$ cat config.mk
export PLATFORM = sky130hd
export DESIGN_NAME = hazard_control_unit_flat
export DESIGN_NICKNAME = d
export VERILOG_FILES = /design/src/rtl/hazard_control_unit_if.sv /design/src/rtl/hazard_control_unit.sv /design/src/flat_wrapper.sv
export SDC_FILE = /design/constraint.sdc
export NUM_CORES = 1
export LEC_CHECK = 0
export CORE_MARGIN = 2
export CORE_UTILIZATION = 43
export DETAILED_ROUTE_END_ITERATION = 12
export PLACE_DENSITY_LB_ADDON = 0.15
export SLEW_MARGIN = 20
export SYNTH_ARGS = -nofsm -noshare
export SYNTH_HDL_FRONTEND = slang
export SYNTH_SLANG_ARGS = --single-unit
export TNS_END_PERCENT = 20
$ cat constraint.sdc
create_clock -name clk -period 3.3 [get_ports clk]
set_input_delay 0.66 -clock clk [delete_from_list [all_inputs] [get_ports clk]]
set_output_delay 0.66 -clock clk [all_outputs]
set_load 0.01 [all_outputs]
$ cat src/rtl/hazard_control_unit_if.sv
// Pipeline hazard-control bundle: ID/EX/MEM status in, stage enables/flushes out.
// Latency: none, wires only.
// Backpressure: the unit's enables are the pipeline backpressure; this bundle only carries them.
//
// Ports (slave = hazard unit, master = pipeline/datapath):
//   IF_ID_Rs1/Rs2, IF_ID_UsesRs1/UsesRs2 : operands of the instruction in ID
//   ID_EX_Rd, ID_EX_MemRead              : destination / load flag of the instruction in EX
//   EX_MEM_MemRead/MemWrite              : data access of the instruction in MEM
//   branch_taken                         : taken branch/jump resolved in EX
//   pc_en, if_id_en, id_ex_en, ex_mem_en : register load enables (0 = hold)
//   if_id_flush, id_ex_flush             : load a NOP (only meaningful with enable = 1)
//   mem_owner                            : shared memory port owner, 0 = fetch, 1 = data
//   stall_cycles                         : saturating count of stalled fetch cycles
interface hazard_control_unit_if #(
    parameter int REG_ADDR_W  = 5,
    parameter int STALL_CNT_W = 16
);
    logic [REG_ADDR_W-1:0]  IF_ID_Rs1;
    logic [REG_ADDR_W-1:0]  IF_ID_Rs2;
    logic                   IF_ID_UsesRs1;
    logic                   IF_ID_UsesRs2;
    logic [REG_ADDR_W-1:0]  ID_EX_Rd;
    logic                   ID_EX_MemRead;
    logic                   EX_MEM_MemRead;
    logic                   EX_MEM_MemWrite;
    logic                   branch_taken;
    logic                   pc_en;
    logic                   if_id_en;
    logic                   id_ex_en;
    logic                   ex_mem_en;
    logic                   if_id_flush;
    logic                   id_ex_flush;
    logic                   mem_owner;
    logic [STALL_CNT_W-1:0] stall_cycles;

    modport master (
        output IF_ID_Rs1, IF_ID_Rs2, IF_ID_UsesRs1, IF_ID_UsesRs2,
        output ID_EX_Rd, ID_EX_MemRead, EX_MEM_MemRead, EX_MEM_MemWrite, branch_taken,
        input  pc_en, if_id_en, id_ex_en, ex_mem_en, if_id_flush, id_ex_flush,
        input  mem_owner, stall_cycles
    );

    modport slave (
        input  IF_ID_Rs1, IF_ID_Rs2, IF_ID_UsesRs1, IF_ID_UsesRs2,
        input  ID_EX_Rd, ID_EX_MemRead, EX_MEM_MemRead, EX_MEM_MemWrite, branch_taken,
        output pc_en, if_id_en, id_ex_en, ex_mem_en, if_id_flush, id_ex_flush,
        output mem_owner, stall_cycles
    );
endinterface

$ cat src/rtl/hazard_control_unit.sv
// Hazard/pipeline control for a 5-stage core sharing one memory port between fetch and data.
// Latency: controls are combinational from state+inputs; stall_cycles updates one edge later.
// Backpressure: data accesses freeze the pipe for MEM_LATENCY-1 cycles and block fetch for MEM_LATENCY cycles.
//
// Ports: clk, rst (synchronous, active-high); hz = hazard_control_unit_if.slave bundle
//   (ID/EX/MEM status in, pc/if_id/id_ex/ex_mem enables + flushes, mem_owner, stall_cycles out).
module hazard_control_unit #(
    parameter int MEM_LATENCY = 1,
    parameter int REG_ADDR_W  = 5,
    parameter int LOAD_USE_EN = 1,
    parameter int STALL_CNT_W = 16
) (
    input  logic                  clk,
    input  logic                  rst,
    hazard_control_unit_if.slave  hz
);

    localparam int WCNT_W = $clog2(16);
    localparam bit MULTI_CYCLE = (MEM_LATENCY > 1);
    // Cycles left in MEM_WAIT after the one spent in IDLE, excluding the final cycle.
    localparam logic [WCNT_W-1:0] WAIT_INIT = MULTI_CYCLE ? WCNT_W'(MEM_LATENCY - 2) : '0;

    typedef enum logic {
        IDLE     = 1'b0,
        MEM_WAIT = 1'b1
    } state_t;

    state_t                 state, state_n;
    logic [WCNT_W-1:0]      wcnt, wcnt_n;
    logic [STALL_CNT_W-1:0] stall_cnt;

    logic [REG_ADDR_W-1:0]  rs1, rs2, rd;
    logic                   dreq, lu, freeze, final_cyc;
    logic                   pc_en, if_id_en, id_ex_en, ex_mem_en;
    logic                   if_id_flush, id_ex_flush, mem_owner;

    assign rs1  = hz.IF_ID_Rs1;
    assign rs2  = hz.IF_ID_Rs2;
    assign rd   = hz.ID_EX_Rd;
    assign dreq = hz.EX_MEM_MemRead | hz.EX_MEM_MemWrite;

    // x0 is never a real producer, so a load to x0 must not stall its consumer.
    assign lu = (LOAD_USE_EN != 0) && hz.ID_EX_MemRead && (rd != '0) &&
                ((hz.IF_ID_UsesRs1 && (rs1 == rd)) || (hz.IF_ID_UsesRs2 && (rs2 == rd)));

    // Next state and cycle classification.
    always_comb begin
        state_n   = state;
        wcnt_n    = wcnt;
        freeze    = 1'b0;
        final_cyc = 1'b0;
        case (state)
            IDLE: begin
                if (dreq) begin
                    if (MULTI_CYCLE) begin
                        freeze  = 1'b1;
                        state_n = MEM_WAIT;
                        wcnt_n  = WAIT_INIT;
                    end else begin
                        final_cyc = 1'b1;
                    end
                end
            end
            MEM_WAIT: begin
                if (wcnt != '0) begin
                    freeze = 1'b1;
                    wcnt_n = wcnt - 1'b1;
                end else begin
                    final_cyc = 1'b1;
                    state_n   = IDLE;
                end
            end
            default: begin
                state_n = IDLE;
                wcnt_n  = '0;
            end
        endcase
    end

    // Stage controls. While in reset the pipe runs freely with fetch owning memory.
    always_comb begin
        pc_en       = 1'b1;
        if_id_en    = 1'b1;
        id_ex_en    = 1'b1;
        ex_mem_en   = 1'b1;
        if_id_flush = 1'b0;
        id_ex_flush = 1'b0;
        mem_owner   = 1'b0;
        if (!rst) begin
            if (freeze) begin
                // Whole pipe holds; EX keeps presenting branch/load-use until the final cycle.
                pc_en     = 1'b0;
                if_id_en  = 1'b0;
                id_ex_en  = 1'b0;
                ex_mem_en = 1'b0;
                mem_owner = 1'b1;
            end else if (final_cyc) begin
                mem_owner = 1'b1;
                if (hz.branch_taken) begin
                    if_id_flush = 1'b1;
                    id_ex_flush = 1'b1;
                end else if (lu) begin
                    pc_en       = 1'b0;
                    if_id_en    = 1'b0;
                    id_ex_flush = 1'b1;
                end else begin
                    // Fetch lost the port this cycle: PC holds, ID receives a bubble.
                    pc_en       = 1'b0;
                    if_id_flush = 1'b1;
                end
            end else begin
                if (hz.branch_taken) begin
                    if_id_flush = 1'b1;
                    id_ex_flush = 1'b1;
                end else if (lu) begin
                    pc_en       = 1'b0;
                    if_id_en    = 1'b0;
                    id_ex_flush = 1'b1;
                end
            end
        end
    end

    always_ff @(posedge clk) begin
        if (rst) begin
            state     <= IDLE;
            wcnt      <= '0;
            stall_cnt <= '0;
        end else begin
            state <= state_n;
            wcnt  <= wcnt_n;
            if (!pc_en && (stall_cnt != '1)) begin
                stall_cnt <= stall_cnt + 1'b1;
            end
        end
    end

    assign hz.pc_en        = pc_en;
    assign hz.if_id_en     = if_id_en;
    assign hz.id_ex_en     = id_ex_en;
    assign hz.ex_mem_en    = ex_mem_en;
    assign hz.if_id_flush  = if_id_flush;
    assign hz.id_ex_flush  = id_ex_flush;
    assign hz.mem_owner    = mem_owner;
    assign hz.stall_cycles = stall_cnt;

endmodule

$ cat src/flat_wrapper.sv
// flat-port wrapper written by rule: the top's interface ports become plain ports
module hazard_control_unit_flat 
#(
    parameter int MEM_LATENCY = 1,
    parameter int REG_ADDR_W  = 5,
    parameter int LOAD_USE_EN = 1,
    parameter int STALL_CNT_W = 16
)
  (clk, rst, hz_IF_ID_Rs1, hz_IF_ID_Rs2, hz_IF_ID_UsesRs1, hz_IF_ID_UsesRs2, hz_ID_EX_Rd, hz_ID_EX_MemRead, hz_EX_MEM_MemRead, hz_EX_MEM_MemWrite, hz_branch_taken, hz_pc_en, hz_if_id_en, hz_id_ex_en, hz_ex_mem_en, hz_if_id_flush, hz_id_ex_flush, hz_mem_owner, hz_stall_cycles);
  hazard_control_unit_if #(.REG_ADDR_W(REG_ADDR_W), .STALL_CNT_W(STALL_CNT_W)) hz_i ();
  input  logic clk;
  input  logic rst;
  input wire logic [$bits(hz_i.IF_ID_Rs1)-1:0] hz_IF_ID_Rs1;
  input wire logic [$bits(hz_i.IF_ID_Rs2)-1:0] hz_IF_ID_Rs2;
  input wire logic [$bits(hz_i.IF_ID_UsesRs1)-1:0] hz_IF_ID_UsesRs1;
  input wire logic [$bits(hz_i.IF_ID_UsesRs2)-1:0] hz_IF_ID_UsesRs2;
  input wire logic [$bits(hz_i.ID_EX_Rd)-1:0] hz_ID_EX_Rd;
  input wire logic [$bits(hz_i.ID_EX_MemRead)-1:0] hz_ID_EX_MemRead;
  input wire logic [$bits(hz_i.EX_MEM_MemRead)-1:0] hz_EX_MEM_MemRead;
  input wire logic [$bits(hz_i.EX_MEM_MemWrite)-1:0] hz_EX_MEM_MemWrite;
  input wire logic [$bits(hz_i.branch_taken)-1:0] hz_branch_taken;
  output wire logic [$bits(hz_i.pc_en)-1:0] hz_pc_en;
  output wire logic [$bits(hz_i.if_id_en)-1:0] hz_if_id_en;
  output wire logic [$bits(hz_i.id_ex_en)-1:0] hz_id_ex_en;
  output wire logic [$bits(hz_i.ex_mem_en)-1:0] hz_ex_mem_en;
  output wire logic [$bits(hz_i.if_id_flush)-1:0] hz_if_id_flush;
  output wire logic [$bits(hz_i.id_ex_flush)-1:0] hz_id_ex_flush;
  output wire logic [$bits(hz_i.mem_owner)-1:0] hz_mem_owner;
  output wire logic [$bits(hz_i.stall_cycles)-1:0] hz_stall_cycles;
  assign hz_i.IF_ID_Rs1 = hz_IF_ID_Rs1;
  assign hz_i.IF_ID_Rs2 = hz_IF_ID_Rs2;
  assign hz_i.IF_ID_UsesRs1 = hz_IF_ID_UsesRs1;
  assign hz_i.IF_ID_UsesRs2 = hz_IF_ID_UsesRs2;
  assign hz_i.ID_EX_Rd = hz_ID_EX_Rd;
  assign hz_i.ID_EX_MemRead = hz_ID_EX_MemRead;
  assign hz_i.EX_MEM_MemRead = hz_EX_MEM_MemRead;
  assign hz_i.EX_MEM_MemWrite = hz_EX_MEM_MemWrite;
  assign hz_i.branch_taken = hz_branch_taken;
  assign hz_pc_en = hz_i.pc_en;
  assign hz_if_id_en = hz_i.if_id_en;
  assign hz_id_ex_en = hz_i.id_ex_en;
  assign hz_ex_mem_en = hz_i.ex_mem_en;
  assign hz_if_id_flush = hz_i.if_id_flush;
  assign hz_id_ex_flush = hz_i.id_ex_flush;
  assign hz_mem_owner = hz_i.mem_owner;
  assign hz_stall_cycles = hz_i.stall_cycles;
  hazard_control_unit #(.MEM_LATENCY(MEM_LATENCY), .REG_ADDR_W(REG_ADDR_W), .LOAD_USE_EN(LOAD_USE_EN), .STALL_CNT_W(STALL_CNT_W)) u_core (.clk(clk), .rst(rst), .hz(hz_i));
endmodule
==> reports/results.md, run 1 <==
## Status
• **status** finished with violations
• **violated checks** setup timing

## Floorplanning
• **placeable core area** 2710 um^2
• **Die Width** 56.8 um
• **Die Y** 56.8 um
• **site row count** 19
• **Die Area** 3230 um^2
• **count of boundary I/O pins** 46
• **Initial Utilization** 44.2%

## STA
• **Final Cycle Share** 101%
• **worst path setup slack after routing** -31.6 ps
• **final critical-path required period** 3330 ps
• **final-report max-slew violation count** 0
• **Worst-Margin Slew** 351 ps
• **achievable clock frequency** 300 MHz
• **setup skew after layout** 14.9 ps
• **final hold violations** 0
• **setup repair after global routing missed its margin** yes
• **setup-violating endpoint count in the final report** 1
• **Relative slew margins** 76.6%

## Detailed routing
• **DRC errors left** 0
• **WL per Instance** 13.2 um
• **final routed wirelength across all metal layers** 3020 um
• **via count** 1213
• **remaining antenna violation count after routing** 0
• **post-detailed-route via-to-cell ratio** 5.30
• **total iterations of the first detailed-routing run** 5
• **Initial DRC Count** 39

## Clock network
• **TritonCTS buffer count** 3
• **Hold Buf Count CTS** 0
• **insertion delay to the later sink of the worst-skew pair** 300 ps
• **TritonCTS clock tree** done
• **CTS Sinks** 21
• **root buffer cell** clkbuf_4
• **clock-pin slew of the registers on the worst-case setup and hold paths** 120 ps
• **number of H-tree branching levels** 1
• **buffer levels on the longest clock path** 2

## Synthesis
• **part of the Yosys area used for sequential elements** 35.1%
• **Net Count, Synth** 168
• **synthesized area divided by synthesized cell count** 8.38 um^2
• **number of enable flip-flop cells after synthesis** 0
• **count of cell types in the netlist** 34
• **fraction of synthesized cell area taken by the top area cell type** 35.1%
• **ranking of synthesized cells by area** dfxtp_1, xor2_1, o21ai_0
• **proportion of register bits with asynchronous set or reset after synthesis** 0%
• **biggest area consumer among synthesized cells** dfxtp_1
• **Gate Count Post-Synth** 143
• **Primary FF master, synth** dfxtp_1
• **count of synthesis-stage warnings from yosys** 0
• **number of register bits inferred by synthesis** 21
• **cell area after synthesis** 1200 um^2

## Power and ir drop
• **Int Pwr** 0.000347 W
• **sequential group share of total power** 56.3%
• **combinational fraction of design power** 17.5%
• **Clk pwr share** 26.2%
• **post-layout total power** 0.000458 W
• **power per cell area** 257 nW/um^2
• **fraction of power spent switching nets** 24.3%
• **switching power** 0.000111 W
• **worst voltage drop across the vdd grid** 260 uV
• **leakage dissipation** 0.620 nW

## Setup path
• **Required @ worst endpoint** 2640 ps
• **cell with the largest stage delay on the worst path** clkdlybuf4s50_1
• **Critical Path Sink Type** primary output
• **startpoint types** primary input
• **worst-path fanout max** 3
• **arrival time of data at the critical path endpoint** 2670 ps
• **Largest stage delay, worst path** 470 ps
• **Cell Chain, Critical Path** clkdlybuf4s50_1, xor2_1, nor4_2, nand3_1, a2111oi_4, buf_4, nor2_1, dlygate4sd2_1
• **Worst Reg2Reg Path Length in Cells** 10
• **critical path class** primary input to primary output

## Final layout
• **Area Overhead vs Synth** 48.4%
• **layout cell share with drive strength beyond 1** 12.6%
• **commonest cells after routing, fill and taps aside** clkdlybuf4s50_1, dfxtp_1, nor2_1, xor2_1, o21ai_0
• **most common cell after layout, fill and taps aside** clkdlybuf4s50_1
• **non-filler cells in the finished layout** 229
• **share of the core filled with cells in the final layout** 65.7%
• **Diodes inserted** 0
• **Layout Nets** 224

## GRT
• **maximum number of pins on one net before global-route repair** 17
• **total overflow reported by the global router** 0
• **number of antenna violations at the first check in global routing** 0
• **met2 Track Usage GR** 34.7%
• **number of global-route vias before repair** 1204
• **Most Crowded Layer GR** met2
• **GR Util met3** 4.84%
• **wire length of the first global-routing pass** 4980 um
• **global-route met1 utilization** 21.9%
• **Tot GR Track Use** 19.1%

## Placed design
• **placed cells** 223
• **Detailed Place HPWL** 2310 um
• **routability congestion estimate from global placement** 0.761
• **number of buffers added on ports** 45

## Hold path
• **type of the most critical hold path** register to register
• **hold-critical path depth** 2

## Run
• **max capacitance violation total** 0

==> routing by layer <==
metal	share of wire [%]	vias to the layer above
met5	0	-
met4	0.90	0
met3	4.8	4
met2	51	34
met1	43	553
li1	-	622
==> path summary, 6_finish.rpt <==
| kind | from | endpoint | slack (ps) |
|---|---|---|---|
| min reg2reg | u_core.hz.stall_cycles[11] | u_core.hz.stall_cycles[11] | 510 |
| min | u_core.hz.stall_cycles[11] | u_core.hz.stall_cycles[11] | 510 |
| max reg2reg | u_core.wcnt[0] | u_core.hz.stall_cycles[11] | 1310 |
| max | hz_ID_EX_Rd[4] | hz_if_id_en | -30 |
==> cell usage after synthesis (2+ instances only) <==
library cell	count
nor2_1	15
o211ai_1	2
o21ai_2	2
nand2_1	7
o31ai_1	3
ha_1	2
nor3_1	3
xnor2_1	5
a211oi_1	3
and4_1	2
or3_1	8
nor2b_1	3
a21oi_1	8
nand3_1	6
nand4_1	3
xor2_1	14
dfxtp_1	21
clkbuf_1	3
o21ai_0	12
inv_1	7
==> flip-flops by register name, summed over array words and instances, names as in the netlist <==
register	flops
u_core.state	1
u_core.hz.stall_cycles	16
u_core.wcnt	4
==> kinds of logic after synthesis <==
kind of cell / after synthesis / synth area share (%)
adders and majority gates: 2 / 2.09
AOI/OAI and AO/OA: 35 / 20.3
buffers and inverters: 11 / 3.76
xor gates and xnor gates: 19 / 13.9
and+or+nand+nor: 55 / 24.9
DFF: 21 / 35.1
==> stage by stage <==
stage,cell area (um^2),hold WS (ps),setup TNS (ps),worst slack (ps)
floorplan,1200,480,0,420
global placement,1730,475,-1120,-378
detailed placement,1730,498,-1250,-433
CTS,1750,516,-219,-219
global route,1780,552,-183,-150
finish,1780,512,-31.6,-31.6
==> worst max-delay path: cells and delay by family <==
| family | cells | cell delay [ps] |
|---|---|---|
| and+or+nand+nor | 3 | 480 |
| AOI/OAI and AO/OA | 1 | 420 |
| buffers and inverters | 3 | 920 |
| xor gates and xnor gates | 1 | 190 |
==> power by group through the flow <==
| stage | registers [W] | clock network, W | logic (W) |
|---|---|---|---|
| global route | 0.000259 | 0.000136 | 0.0000869 |
| finish | 0.000258 | 0.000120 | 0.0000801 |
| CTS | 0.000258 | 0.000126 | 0.0000800 |
| detailed placement | 0.000264 | 0 | 0.0000803 |
| global placement | 0.000264 | 0 | 0.0000781 |
| floorplan | 0.000264 | 0 | 0.0000284 |
==> area by class of cell <==
cell class                      instances  area (um^2)
Multi-Input combinational cell        111          743
Inverter                                7         26.3
Tap cell                               31         38.8
Sequential cell                        21          420
Clock inverter                          1         5.00
Timing Repair Buffer                   55          523
Clock buffer                            3         22.5
Fill cell                             263          931
==> what timing repair did <==
item,CTS,global route
resized for setup,8,3
endpoints found under the setup margin,4,4
pin swaps,0,3
buffers inserted,0,2
No activity file was read; power rests on OpenSTA's default activity.
==> run 2, diff against run 1 <==
GPL_ROUTABILITY_DRIVEN = 0   (was not set)
==> results of run 2 <==
Final layout, timing and power as in run 1 (identical DEF).
